File: config.mk
export PLATFORM = sky130hd
export DESIGN_NAME = pipeline_hazard_ctrl
export DESIGN_NICKNAME = d
export VERILOG_FILES = /design/src/rtl/pipeline_hazard_ctrl.sv
export SDC_FILE = /design/constraint.sdc
export NUM_CORES = 1
export LEC_CHECK = 0
export BUFFER_PORTS_ARGS = -buffer_cell sky130_fd_sc_hd__buf_2
export CAP_MARGIN = 20
export CORE_MARGIN = 3
export CORE_UTILIZATION = 51
export CTS_CLUSTER_SIZE = 12
export DETAILED_ROUTE_END_ITERATION = 10
export PLACE_DENSITY = 0.77
export SLEW_MARGIN = 10
export SYNTH_ARGS = -nofsm -noshare
export SYNTH_HDL_FRONTEND = slang
export SYNTH_SLANG_ARGS = --single-unit
export TNS_END_PERCENT = 5
File: constraint.sdc
create_clock -name clk -period 2.4 [get_ports clk]
set_input_delay 0.24 -clock clk [delete_from_list [all_inputs] [get_ports clk]]
set_output_delay 0.24 -clock clk [all_outputs]
set_load 0.1 [all_outputs]
File: src/rtl/pipeline_hazard_ctrl.sv
// Hazard controller for a 5-stage pipe: load-use stalls, redirect flushes,
// memory freeze and saturating stall/flush statistics.
module pipeline_hazard_ctrl #(
    parameter int LOAD_STALL_CYCLES = 1,
    parameter int FLUSH_CYCLES      = 1,
    parameter int CNT_W             = 16
) (
    input  logic             clk,
    input  logic             reset_n,
    input  logic             idex_mem_read,
    input  logic [4:0]       idex_rt,
    input  logic [4:0]       ifid_rs,
    input  logic [4:0]       ifid_rt,
    input  logic             ifid_uses_rt,
    input  logic             branch_taken,
    input  logic             jump,
    input  logic             mem_busy,
    input  logic             cnt_clr,
    output logic             pc_write,
    output logic             ifid_write,
    output logic             ifid_flush,
    output logic             idex_bubble,
    output logic [1:0]       state,
    output logic [CNT_W-1:0] stall_cnt,
    output logic [CNT_W-1:0] flush_cnt
);

    localparam logic [1:0] RUN    = 2'd0;
    localparam logic [1:0] LSTALL = 2'd1;
    localparam logic [1:0] FLUSH  = 2'd2;
    localparam logic [1:0] LS_REM = 2'(LOAD_STALL_CYCLES - 1);
    localparam logic [1:0] FL_REM = 2'(FLUSH_CYCLES - 1);

    logic [1:0]       state_q, state_d;
    logic [1:0]       rem_q, rem_d;
    logic [CNT_W-1:0] stall_cnt_q, stall_cnt_d;
    logic [CNT_W-1:0] flush_cnt_q, flush_cnt_d;
    logic             load_use, redirect;

    assign load_use = idex_mem_read && (idex_rt != 5'd0) &&
                      ((idex_rt == ifid_rs) || (ifid_uses_rt && (idex_rt == ifid_rt)));
    assign redirect = branch_taken || jump;

    always_ff @(posedge clk or negedge reset_n) begin
        if (!reset_n) begin
            state_q <= RUN;
            rem_q   <= 2'd0;
        end else begin
            state_q <= state_d;
            rem_q   <= rem_d;
        end
    end

    always_comb begin
        state_d = state_q;
        rem_d   = rem_q;
        if (mem_busy) begin
            state_d = state_q;
            rem_d   = rem_q;
        end else if (redirect) begin
            if (FLUSH_CYCLES > 1) begin
                state_d = FLUSH;
                rem_d   = FL_REM;
            end else begin
                state_d = RUN;
                rem_d   = 2'd0;
            end
        end else begin
            case (state_q)
                LSTALL, FLUSH: begin
                    if (rem_q <= 2'd1) begin
                        state_d = RUN;
                        rem_d   = 2'd0;
                    end else begin
                        rem_d   = rem_q - 2'd1;
                    end
                end
                // RUN and the unencoded state 3 behave identically
                default: begin
                    if (load_use && (LOAD_STALL_CYCLES > 1)) begin
                        state_d = LSTALL;
                        rem_d   = LS_REM;
                    end else begin
                        state_d = RUN;
                        rem_d   = 2'd0;
                    end
                end
            endcase
        end
    end

    always_comb begin
        pc_write    = 1'b1;
        ifid_write  = 1'b1;
        ifid_flush  = 1'b0;
        idex_bubble = 1'b0;
        if (!reset_n) begin
            pc_write    = 1'b0;
            ifid_write  = 1'b0;
            ifid_flush  = 1'b1;
            idex_bubble = 1'b1;
        end else if (mem_busy) begin
            pc_write    = 1'b0;
            ifid_write  = 1'b0;
        end else if (redirect) begin
            ifid_flush  = 1'b1;
        end else begin
            case (state_q)
                LSTALL: begin
                    pc_write    = 1'b0;
                    ifid_write  = 1'b0;
                    idex_bubble = 1'b1;
                end
                FLUSH: ifid_flush = 1'b1;
                default: begin
                    if (load_use) begin
                        pc_write    = 1'b0;
                        ifid_write  = 1'b0;
                        idex_bubble = 1'b1;
                    end
                end
            endcase
        end
    end

    always_comb begin
        stall_cnt_d = stall_cnt_q;
        flush_cnt_d = flush_cnt_q;
        if (cnt_clr) begin
            stall_cnt_d = '0;
            flush_cnt_d = '0;
        end else if (!mem_busy) begin
            if (idex_bubble && (stall_cnt_q != '1)) stall_cnt_d = stall_cnt_q + 1'b1;
            if (ifid_flush && (flush_cnt_q != '1)) flush_cnt_d = flush_cnt_q + 1'b1;
        end
    end

    always_ff @(posedge clk or negedge reset_n) begin
        if (!reset_n) begin
            stall_cnt_q <= '0;
            flush_cnt_q <= '0;
        end else begin
            stall_cnt_q <= stall_cnt_d;
            flush_cnt_q <= flush_cnt_d;
        end
    end

    assign state     = state_q;
    assign stall_cnt = stall_cnt_q;
    assign flush_cnt = flush_cnt_q;

endmodule

==> flow_summary_export.csv, run 1 <==
group,metric,value,unit
global_routing,grt_pass1_wl,7.431,mm
cells_and_area,final_common_cell,"buf_2",
setup_path,path_class,"reg2reg",
synthesis,synth_edf_count,0,
power,seq_power_share,43.9,%
global_routing,grt.total_usage,21.68,%
drt,vias,1802,
cts,cts_tree,"done",
placed_design,port_buffers,58,
setup_path,cp.arrival,2.42,ns
timing,timing.final.crit_share,92.42,%
cells_and_area,final-instance-count-excl-fill,317,
cts,cts_inserted_buffers,5,
power,power.leakage,0.001100,uW
cts,cts-root-buf,"clkbuf_8",
synthesis,async_flop_share,100.0,%
cts,htree_levels,2,
cts,ctsResizeCount,0,
synthesis,ys_seq_area_share,41.99,%
cells_and_area,final_cell_mix,"56 x buf_2, 32 x dfrtp_1, 23 x nor2_1, 18 x nand2_1, 15 x a21oi_1",
drt,postRouteAntennaNets,0,
cts,path_clk_slew,0.06,ns
drt,wl_per_cell,14.50,um
die,io_pins,61,
timing,holdWs,0.4573,ns
global_routing,grt_pass1_vias,1710,
cells_and_area,area_delta_synth_final,24.08,%
cells_and_area,n_fill_cell,297,
cells_and_area,nets,295,
global_routing,grt_max_degree,35,
power,p_clk_share,40.0,%
timing,finalSetupViolCount,0,
global_routing,overflow,0,
timing,skew,0.009250,ns
timing,finalHoldViolations,0,
cts,cts.sinks,32,
power,ir_drop,0.0004759,V
worst_hold_path,hold_path.class,"in2reg",
run,maxCapViolations,0,
die,die_area,0.004508,mm^2
power,p_switching,349.4,uW
power,comb_power_share,16.1,%
timing,final.min_clock_period,2.218,ns
power,netSwitchingFraction,27.81,%
placed_design,place_inst,308,
drt,drt-total-wl,4.597,mm
synthesis,yosysTopAreaCellShare,41.99,%
cells_and_area,drive_above_1_share,27.68,%
synthesis,synth.area.top_cells,"dfrtp_1 42%, xnor2_1 6.0%, nor2_1 4.7%, xor2_1 4.6%, a21oi_1 3.9%",
drt,wl_met3,316,um
setup_path,cp_max_fo,25,
drt,drc,0,
global_routing,grt_antenna_before_repair,0,
setup_path,critPathLaunchType,"flip-flop",
synthesis,yosysUniqueCellTypes,44,
timing,relSlewSlack,45.87,%
synthesis,syn-cell-area,0.001907,mm^2
die,die_height,67.15,um
die,rows,21,
drt,vias_per_cell,5.685,
placed_design,dp_hpwl,3.324,mm
cells_and_area,postLayoutCoreUtil,68.22,%
placed_design,place_area,0.002248,mm^2
synthesis,ys_ff_latch,32,
drt,drt-initial-drc-count,71,
cts,clkLatencyLatePin,0.28,ns
synthesis,yosys.area.top_type,"dfrtp_1",
timing,tightest_slew,0.8118,ns
drt,highest_layer,"met4",
drt,firstDrtPassIters,4,
synthesis,synthCells,212,
cts,clockBufferDepth,2,
drt,wl_met1,2.044,mm
timing,rsz0062_at_grt,"no",
timing,drv_slew,0,
synthesis,yosys_warnings,0,
die,coreArea,0.003468,mm^2
placed_design,place_congestion,0.7954,
power,p_int,906.9,uW
cells_and_area,antennaDiodeCount,0,
synthesis,synth.avg_cell_area,8.994,um^2
die,die_w,67.15,um
power,power_density,531.0,mW/mm^2
die,start_util,54.98,%
synthesis,ys.flop_type,"dfrtp_1",
cells_and_area,final_area,0.002366,mm^2
drt,wl_met2,2.193,mm
setup_path,cp-end-kind,"flip-flop",
timing,fmax,450.9,MHz
setup_path,required,2.60,ns
outcome,status,"finished, final reports clean",
-- power groups by stage --
stage	Sequential, uW	Combinational, uW	Clock, uW
2_1_floorplan	598	106	0
3_3_place_gp	561	199	0
3_5_place_dp	561	202	0
4_1_cts	551	204	511
5_1_grt	552	216	531
6_report	551	202	503
-- path summary, 6_finish.rpt --
path / slack [ns] / cells past startpoint / endpoint / start
worst min-delay path: 0.46 / 2 / stall_cnt[0]$_DFFE_PN0P_ / cnt_clr
max in group asynchronous: 1.66 / 3 / stall_cnt[8]$_DFFE_PN0P_ / reset_n
min in group asynchronous: 0.51 / 3 / flush_cnt[15]$_DFFE_PN0P_ / reset_n
worst max-delay path: 0.18 / 6 / stall_cnt[10]$_DFFE_PN0P_ / stall_cnt[6]$_DFFE_PN0P_
worst max register to register: 0.18 / 6 / stall_cnt[10]$_DFFE_PN0P_ / stall_cnt[6]$_DFFE_PN0P_
worst min register to register: 0.56 / 2 / flush_cnt[10]$_DFFE_PN0P_ / flush_cnt[10]$_DFFE_PN0P_
-- layout make-up --
cell class / count / area (um^2) / share of cell area, %
Sequential cell: 32 / 800.8 / 33.84
Tap cell: 46 / 57.56 / 2.433
Multi-Input combinational cell: 163 / 1025 / 43.31
Clock inverter: 2 / 35.03 / 1.481
Inverter: 6 / 22.52 / 0.9519
Timing Repair Buffer: 62 / 352.8 / 14.91
Clock buffer: 6 / 72.57 / 3.067
-- layer usage --
layer	track usage [%]	vias to the layer above
met5	0	-
met4	7.089	0
met3	5.491	6
met2	37.55	60
met1	26.28	860
li1	-	876
-- stage by stage --
step                setup TNS [ns]  total power, uW  worst slack [ns]
global placement                 0            760.2            0.2356
global route                     0             1299           0.04359
detailed placement               0            762.9            0.1438
CTS                              0             1266            0.1826
finish                           0             1256            0.1820
floorplan                  -0.5436            703.9           -0.1040
-- cell families after synthesis --
group | Yosys count | share of synthesized area, %
buf+inv | 18 | 4.592
flops | 32 | 41.99
compound gates | 44 | 15.75
simple gates | 89 | 23.95
xor+xnor | 23 | 10.56
fa+ha+maj | 2 | 1.312
other cells | 1 | 0.1967
mux | 3 | 1.640
-- synth_stat cells (4+ instances only) --
| library cell | number |
|---|---|
| o21ai_0 | 11 |
| or4_1 | 5 |
| xnor2_1 | 13 |
| nand4_1 | 10 |
| nor2_1 | 24 |
| o31ai_1 | 4 |
| nand2_1 | 18 |
| inv_1 | 6 |
| xor2_1 | 10 |
| or3_1 | 8 |
| dfrtp_1 | 32 |
| nand3_1 | 6 |
| and3_1 | 4 |
| a21oi_1 | 15 |
| clkbuf_1 | 6 |
-- repair_timing --
action | CTS | global route
endpoints found under the hold margin | 26 | 0
hold buffers | 1 | 0
setup buffers | 0 | 0
setup endpoints to repair | 0 | 0
-- critical path: stages (launching register included) --
cell      delay [ns]
dfrtp_1         0.42
and3_1          0.22
and4_1          0.25
a221oi_2        0.26
o21ai_2         0.28
or4_1           0.54
a21oi_1         0.16
-- flip-flops by register name (all words and copies together), names as in the netlist --
register	flops
flush_cnt	16
stall_cnt	16
No activity file was read; power rests on OpenSTA's default activity.
==> run 2, diff against run 1 <==
--- a/config.mk
+++ b/config.mk
@@ -7,7 +7,7 @@
 export LEC_CHECK = 0
 export BUFFER_PORTS_ARGS = -buffer_cell sky130_fd_sc_hd__buf_2
 export CAP_MARGIN = 20
-export CORE_MARGIN = 3
+export CORE_MARGIN = 1.5
 export CORE_UTILIZATION = 51
 export CTS_CLUSTER_SIZE = 12
 export DETAILED_ROUTE_END_ITERATION = 10
==> flow_summary_export.csv, run 2 (synthesized netlist as in run 1, its figures left out) <==
group,metric,value,unit
cts,htree_levels,2,
global_routing,overflow,0,
cts,cts_setup_buffers,0,
cells_and_area,n_fill_cell,324,
setup_path,path_cells,"dlygate4sd3_1 -> buf_2 -> inv_1 -> a41o_1 -> nor2_2 -> clkbuf_4",
cts,cts.sinks,32,
setup_path,cp-end-kind,"primary output",
drt,drc,0,
drt,drt-total-wl,4.285,mm
drt,firstDrtPassIters,4,
drt,postRouteAntennaNets,0,
setup_path,crit_slowest_cell,"dlygate4sd3_1",
cells_and_area,multiInputGateArea,0.001025,mm^2
timing,final.min_clock_period,2.223,ns
setup_path,slowest_delay,0.52,ns
setup_path,reg2reg_from,"stall_cnt[7]$_DFFE_PN0P_",
global_routing,grt_antenna_before_repair,0,
cts,cts_inserted_buffers,5,
die,die_w,64.15,um
timing,drv_slew,0,
cts,path_clk_slew,0.06,ns
timing,rsz0062_at_grt,"no",
cells_and_area,area_delta_synth_final,22.64,%
cts,clkLatencyLatePin,0.28,ns
die,die_area,0.004115,mm^2
power,ir_drop,0.0003769,V
die,io_pins,61,
setup_path,cp_max_fo,14,
setup_path,rrSetupSlack,0.22,ns
setup_path,required,2.16,ns
placed_design,port_buffers,58,
drt,wl_per_cell,13.43,um
placed_design,place_congestion,0.8164,
cells_and_area,final-instance-count-excl-fill,319,
power,power_density,503.4,mW/mm^2
timing,relSlewSlack,44.72,%
cts,cts-root-buf,"clkbuf_8",
setup_path,rr_worst_depth,6,
die,rows,22,
drt,vias,1791,
timing,finalHoldViolations,0,
timing,fmax,449.8,MHz
timing,skew,0.005225,ns
power,power.leakage,0.001086,uW
setup_path,cp.arrival,1.98,ns
setup_path,r2r-end,"stall_cnt[10]$_DFFE_PN0P_",
die,die_height,64.15,um
global_routing,grt.total_usage,21.79,%
placed_design,pre_cts_ws,0.2019,ns
timing,timing.final.crit_share,92.64,%
cells_and_area,drive_above_1_share,27.31,%
setup_path,crit_buf_inv,4,
outcome,status,"finished, final reports clean",
setup_path,timing.critical_path.max_delay_family,"buffers and inverters",
timing,holdWs,0.3781,ns
cells_and_area,final_common_cell,"buf_2",
cells_and_area,final_cell_mix,"56 x buf_2, 32 x dfrtp_1, 23 x nor2_1, 18 x nand2_1, 15 x a21oi_1",
cells_and_area,ff_latch_area,800.8,um^2
die,start_util,52.48,%
cells_and_area,antennaDiodeCount,0,
cts,clockBufferDepth,2,
cells_and_area,nets,295,
placed_design,place_inst,310,
global_routing,grt_pass1_vias,1617,
global_routing,grt_pass1_wl,7.079,mm
run,maxCapViolations,0,
setup_path,path_class,"in2out",
timing,setup_ws,0.1766,ns
timing,tightest_slew,0.8291,ns
die,coreArea,0.003633,mm^2
drt,vias_per_cell,5.614,
cts,cts_tree,"done",
placed_design,dp_hpwl,3.143,mm
setup_path,critPathLaunchType,"input pin",
worst_hold_path,hold_path.class,"in2async",
timing,finalSetupViolCount,0,
global_routing,grt_max_degree,35,
drt,drt-initial-drc-count,72,
[run 2: how the worst max path moves through the flow]
stage	from	to	depth (start not counted)
global route	stall_cnt[0]$_DFFE_PN0P_	stall_cnt[10]$_DFFE_PN0P_	7
global placement	idex_rt[2]	stall_cnt[10]$_DFFE_PN0P_	7
finish	reset_n	ifid_write	6
CTS	reset_n	ifid_write	6
detailed placement	idex_rt[2]	stall_cnt[14]$_DFFE_PN0P_	7
floorplan	flush_cnt[7]$_DFFE_PN0P_	flush_cnt[14]$_DFFE_PN0P_	7
[run 2: report_power, final]
group	switching (uW)	internal (uW)
registers	6.22	545
clock network	194	234
logic	147	52.3
total	347	831
[run 2: what timing repair did]
item	in CTS	in global routing
hold buffers	1	0
endpoints found under the hold margin	7	0
gates resized for setup	0	1
endpoints found under the setup margin	0	1
[run 2: cell type report]
type                       count  area share, %
tap                           48          2.568
multi-input combinational    163          43.82
timing repair buffer          62          14.55
sequential                    32          34.24
inverter                       6         0.9631
clock buffer                   8          3.852
[run 2: per-layer routing]
| layer | GRT usage [%] | share of wire, % | vias to the layer above |
|---|---|---|---|
| met5 | 0 | 0 | - |
| met4 | 7.447 | 1.2 | 0 |
| met3 | 5.810 | 7.4 | 6 |
| met2 | 36.07 | 46 | 62 |
| met1 | 27.61 | 46 | 846 |
| li1 | - | - | 877 |
[run 2: metrics by stage]
step	instance area (um^2)	setup TNS, ns	total power [uW]	util [%]
after floorplan	1913	-0.5436	703.9	-
after detailed placement	2236	0	759.0	61.54
after CTS	2336	0	1186	64.29
after global routing	2338	0	1223	64.36
after global placement	2236	0	756.6	61.54
final	2338	0	1177	64.36
==> run 3, diff against run 2 <==
==> constraint.sdc (replaced) <==
create_clock -name clk -period 2.1 [get_ports clk]
set_input_delay 0.21 -clock clk [delete_from_list [all_inputs] [get_ports clk]]
set_output_delay 0.21 -clock clk [all_outputs]
set_load 0.1 [all_outputs]
==> flow_summary_export.csv, run 3 (synthesized netlist as in run 1, its figures left out) <==
group,metric,value,unit
die,rows,22,
timing,rsz0062_at_grt,"yes",
setup_path,path_cells,"and3_1 -> and4_4 -> a221oi_2 -> o21ai_4 -> or4_1 -> a21oi_1",
cts,cts-root-buf,"clkbuf_8",
die,start_util,52.48,%
cells_and_area,postLayoutCoreUtil,69.32,%
power,seq_power_share,47.8,%
cells_and_area,drive_above_1_share,33.10,%
setup_path,slowest_delay,0.50,ns
drt,drt-initial-drc-count,81,
drt,firstDrtPassIters,4,
global_routing,grt_pass1_vias,1741,
timing,skew,0.008340,ns
cells_and_area,n_fill_cell,295,
cells_and_area,area_delta_synth_final,32.09,%
placed_design,port_buffers,58,
die,die_w,64.15,um
placed_design,place_congestion,0.7845,
setup_path,crit_buf_inv,0,
worst_hold_path,hold_path.class,"in2async",
power,ir_drop,0.0004491,V
setup_path,timing.critical_path.max_delay_family,"simple AND/OR/NAND/NOR gates",
die,die_height,64.15,um
global_routing,overflow,0,
power,p_switching,388.7,uW
cts,clkLatencyLatePin,0.28,ns
power,total_power,1312,uW
die,io_pins,61,
setup_path,cp.arrival,2.23,ns
global_routing,grt.total_usage,23.75,%
cts,path_clk_slew,0.07,ns
drt,postRouteAntennaNets,0,
outcome,status,"finished, final reports clean",
timing,drv_slew,0,
drt,drc,0,
timing,relSlewSlack,60.09,%
timing,finalHoldViolations,0,
cells_and_area,antennaDiodeCount,0,
power,p_clk_share,33.0,%
setup_path,startpoint,"stall_cnt[7]$_DFFE_PN0P_",
cts,cts_tree,"done",
timing,final.min_clock_period,2.026,ns
cts,cts_inserted_buffers,5,
cells_and_area,final_common_cell,"buf_2",
power,netSwitchingFraction,29.62,%
setup_path,cp-end-kind,"flip-flop",
drt,drt-total-wl,4.517,mm
setup_path,path_class,"reg2reg",
placed_design,pre_cts_ws,-0.02356,ns
setup_path,crit_slowest_cell,"or4_1",
cts,cts.sinks,32,
power,comb_power_share,19.2,%
setup_path,required,2.30,ns
timing,fmax,493.6,MHz
die,die_area,0.004115,mm^2
global_routing,grt_pass1_wl,7.755,mm
timing,tightest_slew,0.5987,ns
setup_path,reg2reg_from,"stall_cnt[7]$_DFFE_PN0P_",
cts,cts_setup_buffers,0,
timing,setup_ws,0.07394,ns
drt,wl_per_cell,13.36,um
power,power_density,521.0,mW/mm^2
placed_design,dp_hpwl,3.362,mm
cells_and_area,final_cell_mix,"55 x buf_2, 32 x dfrtp_1, 23 x nor2_1, 23 x buf_4, 18 x nand2_1",
global_routing,grt_antenna_before_repair,0,
cells_and_area,final_area,0.002519,mm^2
drt,vias_per_cell,5.547,
cts,htree_levels,2,
run,maxCapViolations,0,
drt,vias,1875,
power,power.leakage,0.001198,uW
global_routing,grt_max_degree,35,
timing,timing.final.crit_share,96.48,%
cells_and_area,nets,315,
die,coreArea,0.003633,mm^2
power,p_int,923.6,uW
placed_design,place_area,0.002416,mm^2
timing,finalSetupViolCount,0,
setup_path,critPathLaunchType,"flip-flop",
cts,clockBufferDepth,2,
setup_path,cp_max_fo,23,
[run 3: path summary, 6_finish.rpt]
check,endpoint,slack (ns),cells after the start
setup reg to reg,stall_cnt[14]$_DFFE_PN0P_,0.07,6
hold reg to reg,stall_cnt[8]$_DFFE_PN0P_,0.57,2
min in group clk,flush_cnt[0]$_DFFE_PN0P_,0.43,2
setup / recovery,stall_cnt[14]$_DFFE_PN0P_,0.07,6
max in group asynchronous,stall_cnt[4]$_DFFE_PN0P_,1.22,4
hold / removal,stall_cnt[10]$_DFFE_PN0P_,0.31,2
[run 3: final cells by class]
| class | count | area, um^2 | share of cell area [%] |
|---|---|---|---|
| clock buffers | 6 | 72.57 | 2.881 |
| repair buffers | 82 | 518.0 | 20.57 |
| flip-flops and latches | 32 | 800.8 | 31.79 |
| clock inverters | 1 | 5.005 | 0.1987 |
| inverters | 6 | 22.52 | 0.8942 |
| multi-input cells | 163 | 1040 | 41.28 |
| well taps | 48 | 60.06 | 2.384 |
[run 3: worst register-to-register path: stages (launching register included)]
cell,delay [ns]
dfrtp_1,0.37
and3_1,0.21
and4_4,0.21
a221oi_2,0.30
o21ai_4,0.21
or4_1,0.51
a21oi_1,0.15
[run 3: metrics by stage]
stage	setup TNS (ns)	hold WS (ns)	instances
2_1_floorplan	-9.314	-0.08559	213
3_3_place_gp	0	0.07484	330
3_5_place_dp	-0.03595	0.07491	330
4_1_cts	0	0.3071	338
5_1_grt	-0.09079	0.3181	338
6_report	0	0.3145	338
[run 3: power groups by stage]
stage                     sequential, uW  combinational, uW  clock, uW
after floorplan                      683                121          0
after global placement               639                245          0
after detailed placement             639                249          0
after CTS                            628                251        445
after global routing                 628                270        476
final                                628                251        433
[run 3: per-layer routing]
metal / global-route usage, % / up-vias / share of wire (%) / wire length [um]
li1: - / 919 / - / -
met1: 30.67 / 892 / 45 / 2042
met2: 39.84 / 62 / 48 / 2151
met3: 5.810 / 2 / 6.8 / 307
met4: 6.383 / 0 / 0.33 / 15
met5: 0 / - / 0 / 0
[run 3: timing repair]
action,CTS,global route
endpoints found under the setup margin,0,9
resized for setup,0,4
hold endpoints to repair,3,0
hold buffers,1,0
